<file path="config.mk">
export PLATFORM = sky130hd
export DESIGN_NAME = opcmp_sweep_ctrl
export DESIGN_NICKNAME = d
export VERILOG_FILES = /design/src/rtl/opcmp_pkg.sv /design/src/rtl/opcmp_vec_gen.sv /design/src/rtl/opcmp_sweep_ctrl.sv
export SDC_FILE = /design/constraint.sdc
export NUM_CORES = 1
export LEC_CHECK = 0
export CAP_MARGIN = 20
export CORE_UTILIZATION = 42
export CTS_CLUSTER_DIAMETER = 60
export DETAILED_ROUTE_END_ITERATION = 8
export GPL_ROUTABILITY_DRIVEN = 0
export PLACE_DENSITY = 0.71
export SYNTH_ARGS = -nofsm -noshare
export SYNTH_HDL_FRONTEND = slang
export SYNTH_HIERARCHICAL = 1
export SYNTH_SLANG_ARGS = --single-unit
</file>
<file path="constraint.sdc">
create_clock -name clk -period 4.25 [get_ports clk]
set_clock_uncertainty 0.05 [all_clocks]
set_input_delay 0.85 -clock clk [delete_from_list [all_inputs] [get_ports clk]]
set_output_delay 0.85 -clock clk [all_outputs]
set_load 0.005 [all_outputs]
</file>
<file path="src/rtl/opcmp_pkg.sv">
// Shared types, default sizes and helpers for the operator-compare sweep controller.
package opcmp_pkg;

  typedef enum logic [1:0] {
    IDLE  = 2'd0,
    WAIT  = 2'd1,
    CHECK = 2'd2,
    DONE  = 2'd3
  } state_t;

  localparam int W_DEF      = 8;
  localparam int RW_DEF     = 21;
  localparam int SETTLE_DEF = 1;
  localparam int CW_DEF     = 16;

  // Increment v, but stick at the all-ones value of a w-bit counter (w <= 32).
  function automatic logic [31:0] sat_inc(input logic [31:0] v, input int unsigned w);
    logic [31:0] max_v;
    max_v = (w >= 32) ? 32'hFFFF_FFFF : ((32'd1 << w) - 32'd1);
    return (v == max_v) ? v : v + 32'd1;
  endfunction

endpackage

</file>
<file path="src/rtl/opcmp_vec_gen.sv">
// Operand pair counter: b is the inner (fast) digit, a the outer one.
module opcmp_vec_gen #(
  parameter int W = 8
) (
  input  logic         clk,
  input  logic         rst_n,
  input  logic         clr,
  input  logic         step,
  output logic [W-1:0] a,
  output logic [W-1:0] b,
  output logic         last
);

  logic [W-1:0] a_q, a_d;
  logic [W-1:0] b_q, b_d;

  // Next operand pair: clear wins over step; a advances when b wraps.
  always_comb begin
    a_d = a_q;
    b_d = b_q;
    if (clr) begin
      a_d = '0;
      b_d = '0;
    end else if (step) begin
      b_d = b_q + W'(1);
      if (&b_q) a_d = a_q + W'(1);
    end
  end

  // Operand registers.
  always_ff @(posedge clk or negedge rst_n) begin
    if (!rst_n) begin
      a_q <= '0;
      b_q <= '0;
    end else begin
      a_q <= a_d;
      b_q <= b_d;
    end
  end

  assign a    = a_q;
  assign b    = b_q;
  assign last = (&a_q) & (&b_q);

endmodule

</file>
<file path="src/rtl/opcmp_sweep_ctrl.sv">
// Exhaustive (a, b) sweep that compares two operator result bundles,
// records the first mismatch and reports pass/fail via start/done.
module opcmp_sweep_ctrl
  import opcmp_pkg::*;
#(
  parameter int W            = W_DEF,
  parameter int RW           = RW_DEF,
  parameter int SETTLE       = SETTLE_DEF,
  parameter bit STOP_ON_FAIL = 1'b1,
  parameter int CW           = CW_DEF
) (
  input  logic            clk,
  input  logic            rst_n,
  input  logic            start,
  input  logic            abort,
  output logic [W-1:0]    a_o,
  output logic [W-1:0]    b_o,
  input  logic [RW-1:0]   res1_i,
  input  logic [RW-1:0]   res2_i,
  output logic            busy,
  output logic            done,
  output logic            pass,
  output logic            aborted,
  output logic [W-1:0]    fail_a,
  output logic [W-1:0]    fail_b,
  output logic [RW-1:0]   fail_r1,
  output logic [RW-1:0]   fail_r2,
  output logic [CW-1:0]   err_cnt,
  output logic [2*W:0]    vec_cnt
);

  localparam int         VW          = 2 * W + 1;
  localparam logic [3:0] SETTLE_LOAD = 4'(SETTLE - 1);

  state_t          state_q, state_d;
  logic [3:0]      settle_q, settle_d;
  logic [CW-1:0]   err_cnt_q, err_cnt_d;
  logic [VW-1:0]   vec_cnt_q, vec_cnt_d;
  logic [W-1:0]    fail_a_q, fail_a_d;
  logic [W-1:0]    fail_b_q, fail_b_d;
  logic [RW-1:0]   fail_r1_q, fail_r1_d;
  logic [RW-1:0]   fail_r2_q, fail_r2_d;
  logic            pass_q, pass_d;
  logic            aborted_q, aborted_d;

  logic            gen_clr, gen_step, gen_last;
  logic [W-1:0]    gen_a, gen_b;
  logic            mismatch;

  opcmp_vec_gen #(.W(W)) u_vec_gen (
    .clk   (clk),
    .rst_n (rst_n),
    .clr   (gen_clr),
    .step  (gen_step),
    .a     (gen_a),
    .b     (gen_b),
    .last  (gen_last)
  );

  assign mismatch = |(res1_i ^ res2_i);

  // Sequencer: next state, counter updates, first-mismatch capture, operand stepping.
  always_comb begin
    state_d   = state_q;
    settle_d  = settle_q;
    err_cnt_d = err_cnt_q;
    vec_cnt_d = vec_cnt_q;
    fail_a_d  = fail_a_q;
    fail_b_d  = fail_b_q;
    fail_r1_d = fail_r1_q;
    fail_r2_d = fail_r2_q;
    pass_d    = pass_q;
    aborted_d = aborted_q;
    gen_clr   = 1'b0;
    gen_step  = 1'b0;

    case (state_q)
      IDLE, DONE: begin
        if (start) begin
          gen_clr   = 1'b1;
          err_cnt_d = '0;
          vec_cnt_d = '0;
          fail_a_d  = '0;
          fail_b_d  = '0;
          fail_r1_d = '0;
          fail_r2_d = '0;
          pass_d    = 1'b0;
          aborted_d = 1'b0;
          settle_d  = SETTLE_LOAD;
          state_d   = WAIT;
        end
      end
      WAIT: begin
        if (abort) begin
          state_d   = DONE;
          aborted_d = 1'b1;
          pass_d    = 1'b0;
        end else if (settle_q == 4'd0) begin
          state_d = CHECK;
        end else begin
          settle_d = settle_q - 4'd1;
        end
      end
      CHECK: begin
        // The compare and its bookkeeping happen even when aborting this cycle.
        vec_cnt_d = vec_cnt_q + VW'(1);
        if (mismatch) begin
          err_cnt_d = CW'(sat_inc(32'(err_cnt_q), CW));
          if (err_cnt_q == '0) begin
            fail_a_d  = gen_a;
            fail_b_d  = gen_b;
            fail_r1_d = res1_i;
            fail_r2_d = res2_i;
          end
        end
        if (abort) begin
          state_d   = DONE;
          aborted_d = 1'b1;
          pass_d    = 1'b0;
        end else if (mismatch && STOP_ON_FAIL) begin
          state_d = DONE;
          pass_d  = 1'b0;
        end else if (gen_last) begin
          state_d = DONE;
          pass_d  = (err_cnt_d == '0);
        end else begin
          gen_step = 1'b1;
          settle_d = SETTLE_LOAD;
          state_d  = WAIT;
        end
      end
      default: state_d = IDLE;
    endcase
  end

  // State and result registers.
  always_ff @(posedge clk or negedge rst_n) begin
    if (!rst_n) begin
      state_q   <= IDLE;
      settle_q  <= '0;
      err_cnt_q <= '0;
      vec_cnt_q <= '0;
      fail_a_q  <= '0;
      fail_b_q  <= '0;
      fail_r1_q <= '0;
      fail_r2_q <= '0;
      pass_q    <= 1'b0;
      aborted_q <= 1'b0;
    end else begin
      state_q   <= state_d;
      settle_q  <= settle_d;
      err_cnt_q <= err_cnt_d;
      vec_cnt_q <= vec_cnt_d;
      fail_a_q  <= fail_a_d;
      fail_b_q  <= fail_b_d;
      fail_r1_q <= fail_r1_d;
      fail_r2_q <= fail_r2_d;
      pass_q    <= pass_d;
      aborted_q <= aborted_d;
    end
  end

  assign a_o     = gen_a;
  assign b_o     = gen_b;
  assign busy    = (state_q == WAIT) || (state_q == CHECK);
  assign done    = (state_q == DONE);
  assign pass    = pass_q;
  assign aborted = aborted_q;
  assign fail_a  = fail_a_q;
  assign fail_b  = fail_b_q;
  assign fail_r1 = fail_r1_q;
  assign fail_r2 = fail_r2_q;
  assign err_cnt = err_cnt_q;
  assign vec_cnt = vec_cnt_q;

endmodule

</file>
---- Word level (Yosys, flattened, before mapping) ----
Index checks and enable logic that the tools add are counted.
W data, S select, Z words.
word-level totals
  word-level logic and storage cells ...... 109
  bits in registers ....................... 115
  output and inout port bits .............. 111
  input bits .............................. 46
operators by class
  mux-type cells .......................... 54
  eq/ne operators ......................... 16
  reductions and logical operators ........ 20
  bitwise logic cells ..................... 2
  $add $sub $neg .......................... 5
operators with widths
  kind                     number
  $mux W21                 5
  $pmux W21 S2             2
  $mux W8                  10
  $mux W16                 4
  $pmux W17 S2             1
  $logic_not A16 Y1        2
  $pmux W16 S2             1
  $pmux W8 S2              2
  $mux W4                  6
  $reduce_or A21 Y1        1
  $xor A21 B21 Y21         1
  $ne A2 B2 Y1 const B     9
  $add A17 B1 Y17 const B  1
  $mux W17                 1
  $add A16 B1 Y16 const B  1
  $add A8 B1 Y8 const B    2
  $eq A16 B16 Y1 const B   1
  $reduce_and A8 Y1        2
  $mux W1                  12
  $mux W2                  6
  $pmux W4 S3              1
  $reduce_and A2 Y1        4
  $pmux W2 S3              1
  $reduce_and A6 Y1        1
  16 further kinds         20

---- Longest topological paths before layout ----
  depth in word-level cells ............... 9
  depth in mapped cells ................... 11

---- Cells and area by module ----
Netlist, hierarchy kept.
by module, submodules not included
  module            cells an instance  area an instance (µm²)  times used
  opcmp_sweep_ctrl  549                4911.0                  1
  opcmp_vec_gen     89                 862.1                   1

---- Worst setup path before layout ----
Ideal clock, no wire load.
  path type ............................... input -> register
  from .................................... input port res2_i[6]
  to ...................................... register u_vec_gen.a_q[5] (netlist: u_vec_gen/a[5])
  data required time ...................... 4075 ps
  arrival ................................. 2965 ps
  slack ................................... 1111 ps
  cell stages on the path ................. 10
  cell sequence ........................... xnor2_1 > nand4_1 > nor4_4 > nand2_4 > nor4_1 > buf_4 > nand4_2 > buf_2 > nor4_1 > mux2_2
between the ends
  cells in the longest elaborated chain, start to end .. 7
ends and longest elaborated chain
  element                       line                     source
  start: declaration            opcmp_sweep_ctrl.sv:19   input logic [RW-1:0] res2_i,
  $xor A21 B21 Y21              opcmp_sweep_ctrl.sv:60   assign mismatch = |(res1_i ^ res2_i);
  $reduce_or A21 Y1             opcmp_sweep_ctrl.sv:60
  $mux W1                       opcmp_sweep_ctrl.sv:120  end else if (mismatch && STOP_ON_FAIL) begin
  $mux W1                       opcmp_sweep_ctrl.sv:116  if (abort) begin
  $mux W1                       opcmp_sweep_ctrl.sv:77   case (state_q)
  net gen_step                  opcmp_sweep_ctrl.sv:46   logic gen_clr, gen_step, gen_last;
  $reduce_bool A2 Y1 (no line)  -
  $reduce_and A2 Y1 (no line)   -
  end signal: assignment        opcmp_vec_gen.sv:33      a_q <= '0;
  end signal: assignment        opcmp_vec_gen.sv:36      a_q <= a_d;
  end: declaration              opcmp_vec_gen.sv:14      logic [W-1:0] a_q, a_d;
The timed path passes the listed nets, and every way through them passes these cells.
A chain may end at the register's enable or synchronous reset.

---- Worst setup path after layout ----
  from .................................... input port res2_i[3]
  to ...................................... register u_vec_gen.a_q[7] (netlist: u_vec_gen/a[7])
The elaborated chain is that of the path after synthesis.

==> impl_metrics.ini <==
[clock_network]
worst_skew_pair.late_latency_ns = 0.41
root_buffer = clkbuf_16
cts_resized = 0
ctsHtreeMaxLevel = 4
cts_made_buffers = 17
clkTransAtPathRegs_ns = 0.05
cts_sinks = 115
cts_tree = built
clock_path_buffers = 2
cts_hold_repair.buffers = 0
post_cts_buffers = 0

[finish]
mostFrequentLayoutCell = clkdlybuf4s50_1
final_nets = 847
areaGrowthSynthToFinish_pct = 39.4
post-route-util_pct = 60.3
drive_above_1_share_pct = 6.87
n_antenna_cell = 0
fin_area_mm2 = 0.00805
fillers = 1173
layout_common_cells = 155 x clkdlybuf4s50_1, 142 x nand2_1, 115 x dfrtp_1

[run]
cap_violations = 0

[timing]
finalSetupViolCount = 0
min_period_over_period_pct = 84.7
hold_violations = 0
whs_ns = 0.428
tns_ns = 0
timing.slew.headroom_pct = 37.2
finalCriticalPeriod_ns = 3.60
rsz0062_at_grt = no
max_freq_mhz = 278
tightest_slew_ns = 0.939
slew_viol_final = 0

[grt]
grt_pass1_wl_um = 25900
grt_pass1_vias = 5137
antenna_found_initial = 0
grt_max_degree = 73
track_usage_pct = 23.2
grt.overflow.total = 0

[detailed_routing]
firstDrtPassIters = 4
wl_per_cell_um = 16.3
via_per_inst = 5.47
drt-initial-drc-count = 364
drc_errors = 0
drt-total-wl_um = 15900
vias = 5344
antenna_left = 0

[die]
die_w_um = 119
core-area_mm2 = 0.0133
start_util_pct = 43.3
die-area_mm2 = 0.0142
fp.dieH_um = 119
row_count = 42
ios = 157

[synthesis]
yosys.area_share.simple_pct = 22.3
ys.flop_type = dfrtp_1
synth_top_family_by_area = simple AND/OR/NAND/NOR gates
synth_edf_count = 0
synth.net_count = 694
yosysUniqueCellTypes = 57
synth.avg_cell_area_um2 = 9.05
seq_area_frac_synth_pct = 49.8
synth-adder-area-share_pct = 2.17
yosysWarnings = 6
synth-xor-area-share_pct = 5.61
synth_compound_area_share_pct = 14.8
async_flop_share_pct = 100
ys_ff_latch = 115
syn-cell-area_mm2 = 0.00577
synthMuxAreaShare_pct = 1.13
synthCells = 638

[place]
io_buffer_count = 156
hpwl_um = 11300
dpl_cell_area_mm2 = 0.00749

[critical_path]
crit_chain = clkdlybuf4s50_1, xnor2_1, nand4_1, nor4_4, nand2_4, nor4_2, nand4_2, nor4_1, mux2_2
crit_path_max_fanout = 13
startpoint_type = input port
critPathCaptureType = flip-flop
crit_arrival_ns = 3.84
crit_type = input port to flip-flop
crit_slowest_cell = nor4_4
slowest_delay_ns = 0.53
worstPathRequired_ns = 4.49

[status]
outcome = completed

[power]
p_leak_nw = 3.30
ir_worst_vdd_uv = 270
cellPowerDensity_mw_per_mm2 = 528

[min_path]
min_path_type = flip-flop to flip-flop
-- worst paths after layout --
path,start,to,slack (ns),depth (start not counted)
hold reg to reg,fail_r2[7]$_DFFE_PN0P_,fail_r2[7]$_DFFE_PN0P_,0.43,2
hold / removal,fail_r2[7]$_DFFE_PN0P_,fail_r2[7]$_DFFE_PN0P_,0.43,2
setup reg to reg,state_q[0]$_DFFE_PN0P_,vec_cnt[11]$_DFFE_PN0P_,1.55,7
min in group asynchronous,rst_n,fail_b[3]$_DFFE_PN0P_,0.52,1
max in group asynchronous,rst_n,vec_cnt[12]$_DFFE_PN0P_,2.71,2
setup / recovery,res2_i[3],u_vec_gen/a[7]$_DFFE_PN0P_,0.65,9
-- report_power, final --
group / switching, mW / internal [mW] / leakage (nW) / total (mW)
registers: 0.141 / 1.30 / 1.59 / 1.44
clock network: 0.462 / 0.893 / 0.279 / 1.36
logic: 0.820 / 0.639 / 1.44 / 1.46
-- metal layers --
layer / track usage (%) / wire, um / vias to the layer above
met3: 5.27 / 1130 / 21
met4: 8.78 / 190 / 0
met2: 35.8 / 7370 / 217
met1: 31.8 / 7250 / 2591
li1: - / - / 2515
met5: 0 / 0 / -
-- synthesized netlist by cell type (2+ instances only) --
library cell  instances  area share [%]
mux2i_1               2            0.35
inv_1                18             1.2
nor4b_1               3            0.46
a22o_1                2            0.30
o21ai_0              44             3.8
o21bai_1              2            0.26
mux2_2                4            0.78
a31o_2                2            0.30
and2_1                2            0.22
nand2_1             142             9.2
nor2b_1               3            0.33
o41ai_1               2            0.30
a31oi_1               3            0.33
nand2b_1              2            0.22
or4_1                 4            0.52
buf_2                 5            0.43
nor3b_1               2            0.26
xor2_1               15             2.3
ha_1                 10             2.2
o31ai_1               5            0.65
xnor2_1              22             3.3
nor3_1                6            0.52
nand4_1              19             2.1
clkbuf_1             19             1.2
dfrtp_1             115              50
nor2_1               40             2.6
and3_1                7            0.76
o21ai_1              41             3.6
a21oi_1              30             2.6
nand3_1              18             1.6
a41oi_1               4            0.61
or3_1                10             1.1
buf_6                 5            0.98
nor4_1                6            0.65
buf_4                 2            0.26
-- cells by family (layout without fill, tap and decap cells) --
kind of cell | after synthesis | after routing
and+or+nand+nor | 272 | 272
AOI/OAI and AO/OA | 147 | 147
DFF | 115 | 115
buffers and inverters | 51 | 214
xor gates and xnor gates | 37 | 37
adders and majority gates | 10 | 10
muxes | 6 | 6
-- worst max-delay path, delay by kind of cell --
family / cells / cell delay, ns
AND/OR/NAND/NOR: 6 / 1.83
buffers and inverters: 1 / 0.43
multiplexers: 1 / 0.37
XOR/XNOR: 1 / 0.34
-- final cells by class --
type	instances	area, um2	share of cell area, %
Clock buffer	23	478	5.94
Clock inverter	6	80.1	0.995
Inverter	18	67.6	0.840
Multi-Input combinational cell	472	2670	33.2
Sequential cell	115	2880	35.8
Tap cell	176	220	2.74
Timing Repair Buffer	167	1650	20.6
-- through the flow --
| stage | std cells | setup WS, ns | total power, mW |
|---|---|---|---|
| after floorplan | 638 | 1.11 | 2.24 |
| after global placement | 948 | 0.382 | 2.86 |
| after detailed placement | 948 | 0.250 | 2.91 |
| after CTS | 977 | 0.686 | 4.28 |
| after global routing | 977 | 0.469 | 4.51 |
| final | 977 | 0.652 | 4.25 |
-- registers in the layout, summed over array words and instances, names as in the netlist --
register / cells
u_vec_gen/b: 8
state_q: 2
fail_r1: 21
vec_cnt: 17
aborted: 1
u_vec_gen/a: 8
err_cnt: 16
pass: 1
fail_r2: 21
settle_q: 4
fail_b: 8
fail_a: 8
Power figures use the tool's default switching activity.
